$ cat config.mk
export PLATFORM = sky130hd
export DESIGN_NAME = vga_sincronizador
export DESIGN_NICKNAME = d
export VERILOG_FILES = /design/src/rtl/vga_sincronizador.sv
export SDC_FILE = /design/constraint.sdc
export NUM_CORES = 1
export LEC_CHECK = 0
export ABC_CLOCK_PERIOD_IN_PS = 3150
export BUFFER_PORTS_ARGS = -buffer_cell sky130_fd_sc_hd__buf_4
export CAP_MARGIN = 20
export CORE_MARGIN = 2
export CORE_UTILIZATION = 53
export DETAILED_ROUTE_END_ITERATION = 10
export GPL_TIMING_DRIVEN = 1
export PLACE_DENSITY = 0.76
export SYNTH_ARGS = -nofsm -noshare
export SYNTH_HDL_FRONTEND = slang
export SYNTH_SLANG_ARGS = --single-unit
$ cat constraint.sdc
create_clock -name clk -period 3.15 [get_ports clk]
set_input_delay 0.63 -clock clk [delete_from_list [all_inputs] [get_ports clk]]
set_output_delay 0.63 -clock clk [all_outputs]
set_load 0.02 [all_outputs]
$ cat src/rtl/vga_sincronizador.sv
// vga_sincronizador: VGA 640x480@60 timing generator; pixel rate comes from an enable divider on clk.
// Syncs and areaAtiva are decoded from next-state counters so they never skew against coluna/linha.
module vga_sincronizador #(
    parameter int H_VISIVEL = 640,
    parameter int H_FRONT   = 16,
    parameter int H_SYNC    = 96,
    parameter int H_BACK    = 48,
    parameter int V_VISIVEL = 480,
    parameter int V_FRONT   = 10,
    parameter int V_SYNC    = 2,
    parameter int V_BACK    = 33,
    parameter int DIV_PIXEL = 2
) (
    input  logic       clk,
    input  logic       rst,
    output logic       pixel_en,
    output logic [9:0] coluna,
    output logic [9:0] linha,
    output logic       areaAtiva,
    output logic       hsync,
    output logic       vsync,
    output logic       fimQuadro
);
    localparam int DW = (DIV_PIXEL > 1) ? $clog2(DIV_PIXEL) : 1;
    localparam logic [9:0] H_MAX  = 10'(H_VISIVEL + H_FRONT + H_SYNC + H_BACK - 1);
    localparam logic [9:0] V_MAX  = 10'(V_VISIVEL + V_FRONT + V_SYNC + V_BACK - 1);
    localparam logic [9:0] H_VIS  = 10'(H_VISIVEL);
    localparam logic [9:0] V_VIS  = 10'(V_VISIVEL);
    localparam logic [9:0] HS_INI = 10'(H_VISIVEL + H_FRONT);
    localparam logic [9:0] HS_FIM = 10'(H_VISIVEL + H_FRONT + H_SYNC);
    localparam logic [9:0] VS_INI = 10'(V_VISIVEL + V_FRONT);
    localparam logic [9:0] VS_FIM = 10'(V_VISIVEL + V_FRONT + V_SYNC);

    logic [DW-1:0] divisor;
    logic [9:0]    col_nxt;
    logic [9:0]    lin_nxt;
    logic          fim_linha;
    logic          fim_quadro_nxt;

    assign pixel_en = divisor == DW'(DIV_PIXEL - 1);

    always_comb begin
        fim_linha      = pixel_en && coluna == H_MAX;
        fim_quadro_nxt = fim_linha && linha == V_MAX;
        col_nxt        = fim_linha ? '0 : coluna + 10'(pixel_en);
        lin_nxt        = fim_quadro_nxt ? '0 : linha + 10'(fim_linha);
    end

    always_ff @(posedge clk or posedge rst) begin
        if (rst) begin
            divisor   <= '0;
            coluna    <= '0;
            linha     <= '0;
            areaAtiva <= 1'b0;
            hsync     <= 1'b1;
            vsync     <= 1'b1;
            fimQuadro <= 1'b0;
        end else begin
            divisor   <= pixel_en ? '0 : divisor + DW'(1);
            coluna    <= col_nxt;
            linha     <= lin_nxt;
            areaAtiva <= col_nxt < H_VIS && lin_nxt < V_VIS;
            hsync     <= !(col_nxt >= HS_INI && col_nxt < HS_FIM);
            vsync     <= !(lin_nxt >= VS_INI && lin_nxt < VS_FIM);
            fimQuadro <= fim_quadro_nxt;
        end
    end
endmodule

==> metrics.md, run 1 <==
| Metric | Value |
|---|---|
| Clock transition at path regs | `130 ps` |
| Syn_area_per_cell | `11.0 µm²` |
| EDFF count, synth | `0` |
| Synth Flop Type | `dfrtp_1` |
| Filler instances | `189` |
| Largest net degree at the start of global routing | `26` |
| Initial antenna violation count | `0` |
| Final Skew | `3.89 ps` |
| Remaining DRCs | `0` |
| Combinational power share | `1.5%` |
| FF/Latch Area | `628 µm²` |
| Endpoint class of the critical path | `flip-flop` |
| Final total power | `465 µW` |
| Mapped Nets | `122` |
| Starting Density | `57.0%` |
| Share of the synthesized area in the top cell type | `45.2%` |
| Sw Share | `20.2%` |
| 1st-iter DRT viols | `14` |
| TritonCTS buffer count | `3` |
| Longest Clk Path Bufs | `2` |
| Post-detail-place hpwl | `1.78 mm` |
| Setup TNS | `0 ps` |
| Largest cells by area after synthesis | `dfrtp_1 (45%), xor2_1 (6.2%), dfstp_2 (4.1%), ha_1 (3.9%), xnor2_1 (3.4%)` |
| Min cycle time layout | `2780 ps` |
| DR WL/cell | `13.4 µm` |
| Routed Antenna Nets | `0` |
| Seq/Total Area, Yosys | `49.3%` |
| Crit Path Max Fanout | `7` |
| Maximum clock rate | `0.359 GHz` |
| Finished Core Util | `68.1%` |
| Die area | `2810 µm²` |
| Final Cycle Share | `88.3%` |
| Post-synthesis mux area share | `0%` |
| Clock power share | `29.6%` |
| Die width | `53.0 µm` |
| Height of the chip | `53.0 µm` |
| TritonCTS clock tree | `yes` |
| Synth Area in Compound Gates | `3.83%` |
| Min-Delay Path Class | `input pin to asynchronous set/reset pin` |
| Max VDD drop | `0.250 mV` |
| RePlAce Congestion | `0.814` |
| Final setup viols | `0` |
| Area of the multi-input gates | `596 µm²` |
| Internal power | `371 µW` |
| CTS resizes | `0` |
| Hold Fails Final Rpt | `0` |
| CTS sink cnt | `25` |
| Leakage power | `0.735 nW` |
| Adder-Cell Fraction of Synth Area | `3.93%` |
| Synth top cells by count | `dfrtp_1 (23), nor2_1 (11), xor2_1 (9)` |
| Vias | `925` |
| CTS root buf | `clkbuf_4` |
| Row count | `17` |
| Power Dens Cells | `306 nW/µm²` |
| RSZ-0062 raised after global routing | `no` |
| Yosys top cell by area | `dfrtp_1` |
| Max H-tree Level | `1` |
| Max Cap Viol | `0` |
| Cell Area, Synth | `1270 µm²` |
| Slew HR | `39.2%` |
| GR Util All Layers | `18.4%` |
| Post-synthesis register bit count | `25` |
| Async set-reset flop share out of synthesis | `100%` |
| Core Area | `2230 µm²` |
| Synthesis Warnings | `0` |
| Post-Synth XOR/XNOR Area | `9.63%` |
| Skew-Pair Late Insertion Delay | `300 ps` |
| Placement Cell Area | `1480 µm²` |
| Fin Hold WS | `511 ps` |
| IO Pins | `27` |
| DR vias/cell | `5.35` |
| CP startpoint kind | `flip-flop` |
| Status | `finished, final reports clean` |
| P&R area growth vs syn | `19.4%` |
| Finished Cell Area | `1520 µm²` |
| Worst EP arrival | `3020 ps` |
| Main combinational cell family by area after synthesis | `simple AND/OR/NAND/NOR gates` |
| Post-CTS Hold Fix Bufs | `0` |
| Vias in the first global route | `831` |
| Slew Limit Fails | `0` |
| Wirelength, routed | `2.32 mm` |
| Gate Count Post-Synth | `116` |
| Total grt overflow | `0` |
| Port buffer count | `26` |
| Slew at the pin with the worst max-slew slack | `910 ps` |
| Share of layout cells above drive strength 1 | `31.0%` |
| Ant. Diodes | `0` |
| Post-synth cell types | `36` |
| Total iterations of the first detailed-routing run | `4` |
| Most instantiated library cell after synthesis | `dfrtp_1` |
| Post-Synth Simple-Gate Area | `29.4%` |
| First-pass GRT wire length | `3.75 mm` |
| Reg power frac | `69.0%` |
| Post-layout nets | `152` |
| Psw | `94.2 µW` |
| WS Path Type | `flip-flop to flip-flop` |
| CP Data Required Time | `3390 ps` |
logic make-up after synthesis:
logic type | after synthesis
and+or+nand+nor | 56
AOI/OAI and AO/OA | 7
xor gates and xnor gates | 14
adders and majority gates | 4
buffers and inverters | 10
DFF | 25
sequential cells by signal, indices dropped and copies added, names as in the netlist:
name	cells
pixel_en	1
coluna	10
hsync	1
areaAtiva	1
fimQuadro	1
vsync	1
linha	10
layout by cell type (no fill, tap or decap), types with 3 or more instances in the layout:
master,synthesis,layout
and2b_2,4,4
buf_4,1,28
clkbuf_4,0,3
dfrtp_1,23,23
ha_1,4,4
inv_1,7,7
nand2_1,8,8
nand3_1,7,7
nor2_1,11,11
nor3_1,3,3
o21ai_0,3,3
xnor2_1,5,5
xor2_1,9,9
power groups by stage:
stage                     Combinational (mW)  Sequential, mW  Clock [mW]
after floorplan                      0.00475           0.327           0
after global placement               0.00721           0.327           0
after detailed placement             0.00736           0.327           0
after CTS                            0.00723           0.321       0.140
after global routing                 0.00801           0.321       0.155
final                                0.00675           0.321       0.138
path summary, 6_finish.rpt:
kind                                startpoint                  end  slack, ps  cells after the start
min in group clk            pixel_en$_DFF_PP0_   pixel_en$_DFF_PP0_        530                      1
hold / removal                             rst  coluna[3]$_DFF_PP0_        510                      2
max in group asynchronous                  rst   linha[7]$_DFF_PP0_       2090                      2
setup reg to reg           coluna[6]$_DFF_PP0_      vsync$_DFF_PP1_        370                      9
hold reg to reg             pixel_en$_DFF_PP0_   pixel_en$_DFF_PP0_        530                      1
setup / recovery           coluna[6]$_DFF_PP0_      vsync$_DFF_PP1_        370                      9
what timing repair did:
action                                  in CTS  in global routing
hold endpoints to repair                     0                  0
buffers inserted                             0                  2
endpoints found under the setup margin       0                  1
final cells by class:
| cell class | count | share of cell area (%) |
|---|---|---|
| sequential | 25 | 41.3 |
| multi-input combinational | 81 | 39.1 |
| timing repair buffer | 28 | 13.8 |
| tap | 28 | 2.30 |
| clock buffer | 4 | 1.73 |
| inverter | 7 | 1.73 |
per-layer routing:
| metal | up-vias | global-route usage, % | routed length (µm) |
|---|---|---|---|
| met1 | 436 | 25.0 | 1090 |
| met4 | 0 | 6.84 | 51 |
| li1 | 457 | - | - |
| met3 | 6 | 2.54 | 92 |
| met2 | 26 | 29.8 | 1090 |
| met5 | - | 0 | 0 |
critical path, cell delays in order (launching register included):
cell and delay [ps]:
dfrtp_1 470, nand4bb_4 280, nor3_4 250, ha_1 250
ha_1 260, nand3_2 130, nor3_2 150, xnor2_1 100
nor4_1 420, or3b_1 400
per-stage QoR:
stage / worst slack (ps) / cells
final: 367 / 173
after global routing: 139 / 173
after CTS: 251 / 171
after detailed placement: 271 / 167
after global placement: 409 / 167
after floorplan: 481 / 116
Note: power is estimated with default switching activity, not from simulation.
==> run 2: changes to the inputs <==
Settings changed: ABC_AREA set to 1, ABC_CLOCK_PERIOD_IN_PS 3150 to 3400, CORE_UTILIZATION 53 to 58, PLACE_DENSITY 0.76 to 0.81.
Clock period 3.15 ns to 3.4 ns, I/O delays scaled along.
==> run 2 against run 1 <==
  * Sequential power is 7.5% lower
  * Setup slack better by 810 ps
  * Area after synthesis is 14% higher
  * Combinational power is 7.7% lower
==> metrics.md, run 2 <==
| Metric | Value |
|---|---|
| Ant. Diodes | `0` |
| CTS resizes | `0` |
| Synthesis Warnings | `0` |
| Syn_area_per_cell | `7.55 µm²` |
| Crit Path Max Fanout | `8` |
| Slew at the pin with the worst max-slew slack | `900 ps` |
| Core Area | `2430 µm²` |
| WS Path Type | `flip-flop to flip-flop` |
| Postcts setup bufs | `0` |
| Total grt overflow | `0` |
| Port buffer count | `26` |
| CP Data Required Time | `3670 ps` |
| Die area | `2920 µm²` |
| IO Pins | `27` |
| Post-synthesis register bit count | `25` |
| Async set-reset flop share out of synthesis | `100%` |
| Share of the synthesized area in the top cell type | `39.7%` |
| CP most frequent cell | `nand2_1` |
| Largest registers | `coluna (10), linha (10)` |
| CP delay by family, top | `simple AND/OR/NAND/NOR gates` |
| GR Util All Layers | `24.4%` |
| Skew-Pair Late Insertion Delay | `320 ps` |
| Internal power | `344 µW` |
| Placement Cell Area | `1680 µm²` |
| Initial antenna violation count | `0` |
| Power Dens Cells | `257 nW/µm²` |
| Post-detail-place hpwl | `2.43 mm` |
| Endpoint class of the critical path | `flip-flop` |
| Max Cap Viol | `0` |
| Cell Chain, Critical Path | `inv_2 > nand2_1 > nor2_1 > nand3_2 > inv_2 > ha_1 > ha_1 > nand3_2 > nor2_2 > nand2_1 > nand2_1 > nand2_1 > inv_2 > nand2_2 > nor2_2 > nand3_1` |
| TritonCTS clock tree | `yes` |
| CTS sink cnt | `25` |
| 1st-iter DRT viols | `29` |
| Combinational power share | `1.4%` |
| Most frequent cells in the layout | `nand2_1 (46), inv_1 (40), buf_4 (26)` |
| P&R area growth vs syn | `17.9%` |
| Final setup viols | `0` |
| WP buf/inv | `3` |
| Row count | `18` |
| Largest net degree at the start of global routing | `26` |
| Min cycle time layout | `2220 ps` |
| Leakage power | `0.952 nW` |
| Total iterations of the first detailed-routing run | `4` |
| Setup TNS | `0 ps` |
| Mapped Nets | `198` |
| Worst reg2reg path startpoint | `coluna[5]$_DFF_PP0_` |
| Slowest cell on the critical path | `dfrtp_1` |
| Most instantiated library cell after synthesis | `nand2_1` |
| Final Skew | `10.0 ps` |
| Min-Delay Path Class | `input pin to asynchronous set/reset pin` |
| Maximum clock rate | `0.450 GHz` |
| Cell Area, Synth | `1450 µm²` |
| Seq/Total Area, Yosys | `43.3%` |
| First-pass GRT wire length | `5.16 mm` |
| Remaining DRCs | `0` |
| DR WL/cell | `12.3 µm` |
| FF/Latch Area | `628 µm²` |
| Status | `finished, final reports clean` |
| Yosys top cell by area | `dfrtp_1` |
| Worst EP arrival | `2490 ps` |
| Most common cell after layout, fill and taps aside | `nand2_1` |
| Max H-tree Level | `1` |
| Wirelength, routed | `3.10 mm` |
| Post-synth cell types | `22` |
| Largest cells by area after synthesis | `dfrtp_1 (40%), nand2_1 (12%), inv_1 (10%), nand3_1 (4.5%), nor2_1 (3.9%)` |
| CP startpoint kind | `flip-flop` |
| Fin cells | `252` |
| Height of the chip | `54 µm` |
| Slew Limit Fails | `0` |
| Finished Cell Area | `1710 µm²` |
| Crit-path max cell delay | `490 ps` |
| TritonCTS buffer count | `3` |
| Psw | `94.8 µW` |
| EDFF count, synth | `0` |
| Reg power frac | `67.8%` |
| Routed Antenna Nets | `0` |
| Die width | `54 µm` |
| Synth Flop Type | `dfrtp_1` |
| Clock power share | `30.8%` |
| Vias in the first global route | `1196` |
| Finished Core Util | `70.3%` |
| Filler instances | `199` |
| Hold Fails Final Rpt | `0` |
| Gate Count Post-Synth | `192` |
| Area of the multi-input gates | `649 µm²` |
| Max VDD drop | `0.214 mV` |
| RSZ-0062 raised after global routing | `no` |
| CTS root buf | `clkbuf_4` |
| Final Cycle Share | `65.4%` |
| Vias | `1293` |
| Sw Share | `21.6%` |
| Starting Density | `59.6%` |
| Slew HR | `39.9%` |
| Placed Cells | `248` |
| RePlAce Congestion | `0.884` |
| Clock transition at path regs | `140 ps` |
| Post-layout nets | `229` |
| CP Launch Point | `coluna[5]$_DFF_PP0_` |
| Longest Clk Path Bufs | `2` |
| Synth top cells by count | `nand2_1 (46), inv_1 (40), dfrtp_1 (23)` |
| DR vias/cell | `5.13` |
| Share of layout cells above drive strength 1 | `27.9%` |
| Post-CTS Hold Fix Bufs | `0` |
run 2: cell types whose count changed after synthesis, moves of 4 or more:
cell     delta
nand2_2     +5
nor2_1      +4
nand3_2     +4
and2b_2     -4
nand2_1    +38
nor2_2      +9
inv_1      +33
xor2_1      -8
nand4_1     +6
nand3_1     +6
inv_2       +6
xnor2_1     -5
run 2: area by class of cell:
cell class | count | area share (%)
clock buffer | 4 | 1.54
timing repair buffer | 26 | 11.4
inverter | 46 | 10.1
tap | 30 | 2.20
sequential | 25 | 36.7
multi-input combinational | 121 | 38.0
run 2: worst paths after layout:
check / endpoint / slack (ps) / depth (start not counted)
worst max register to register: vsync$_DFF_PP1_ / 1180 / 16
worst min-delay path: linha[9]$_DFF_PP0_ / 540 / 2
worst max-delay path: vsync$_DFF_PP1_ / 1180 / 16
worst min register to register: pixel_en$_DFF_PP0_ / 540 / 1
max in group asynchronous: coluna[0]$_DFF_PP0_ / 2310 / 2
min in group clk: pixel_en$_DFF_PP0_ / 540 / 1
run 2: per-stage QoR:
step                worst slack (ps)  power, mW  hold WS (ps)
floorplan                       1310      0.307           604
global placement                1340      0.310           523
detailed placement              1180      0.310           527
CTS                             1160      0.444           546
global route                     897      0.458           621
finish                          1180      0.439           535
run 2: power by group through the flow:
stage | clock, mW | sequential [mW] | combinational [mW]
2_1_floorplan | 0 | 0.303 | 0.00440
3_3_place_gp | 0 | 0.303 | 0.00667
6_report | 0.135 | 0.297 | 0.00623
3_5_place_dp | 0 | 0.303 | 0.00672
5_1_grt | 0.153 | 0.298 | 0.00787
4_1_cts | 0.139 | 0.298 | 0.00673
run 2: cells by family (layout without fill, tap and decap cells):
family                     Yosys count  count (layout)  synth area share (%)
DFF                                 25              25                  43.3
adders and majority gates            4               4                  3.45
AOI/OAI and AO/OA                    8               8                  3.19
buffers and inverters               46              76                  11.9
and+or+nand+nor                    108             108                  37.5
xor gates and xnor gates             1               1                 0.604
run 2: per-layer routing:
layer | GRT usage (%) | wire length, µm | vias to the layer above
met4 | 7.92 | 40 | 0
met2 | 38.8 | 1500 | 37
li1 | - | - | 651
met3 | 5.00 | 135 | 6
met5 | 0 | 0 | -
met1 | 33.1 | 1420 | 599
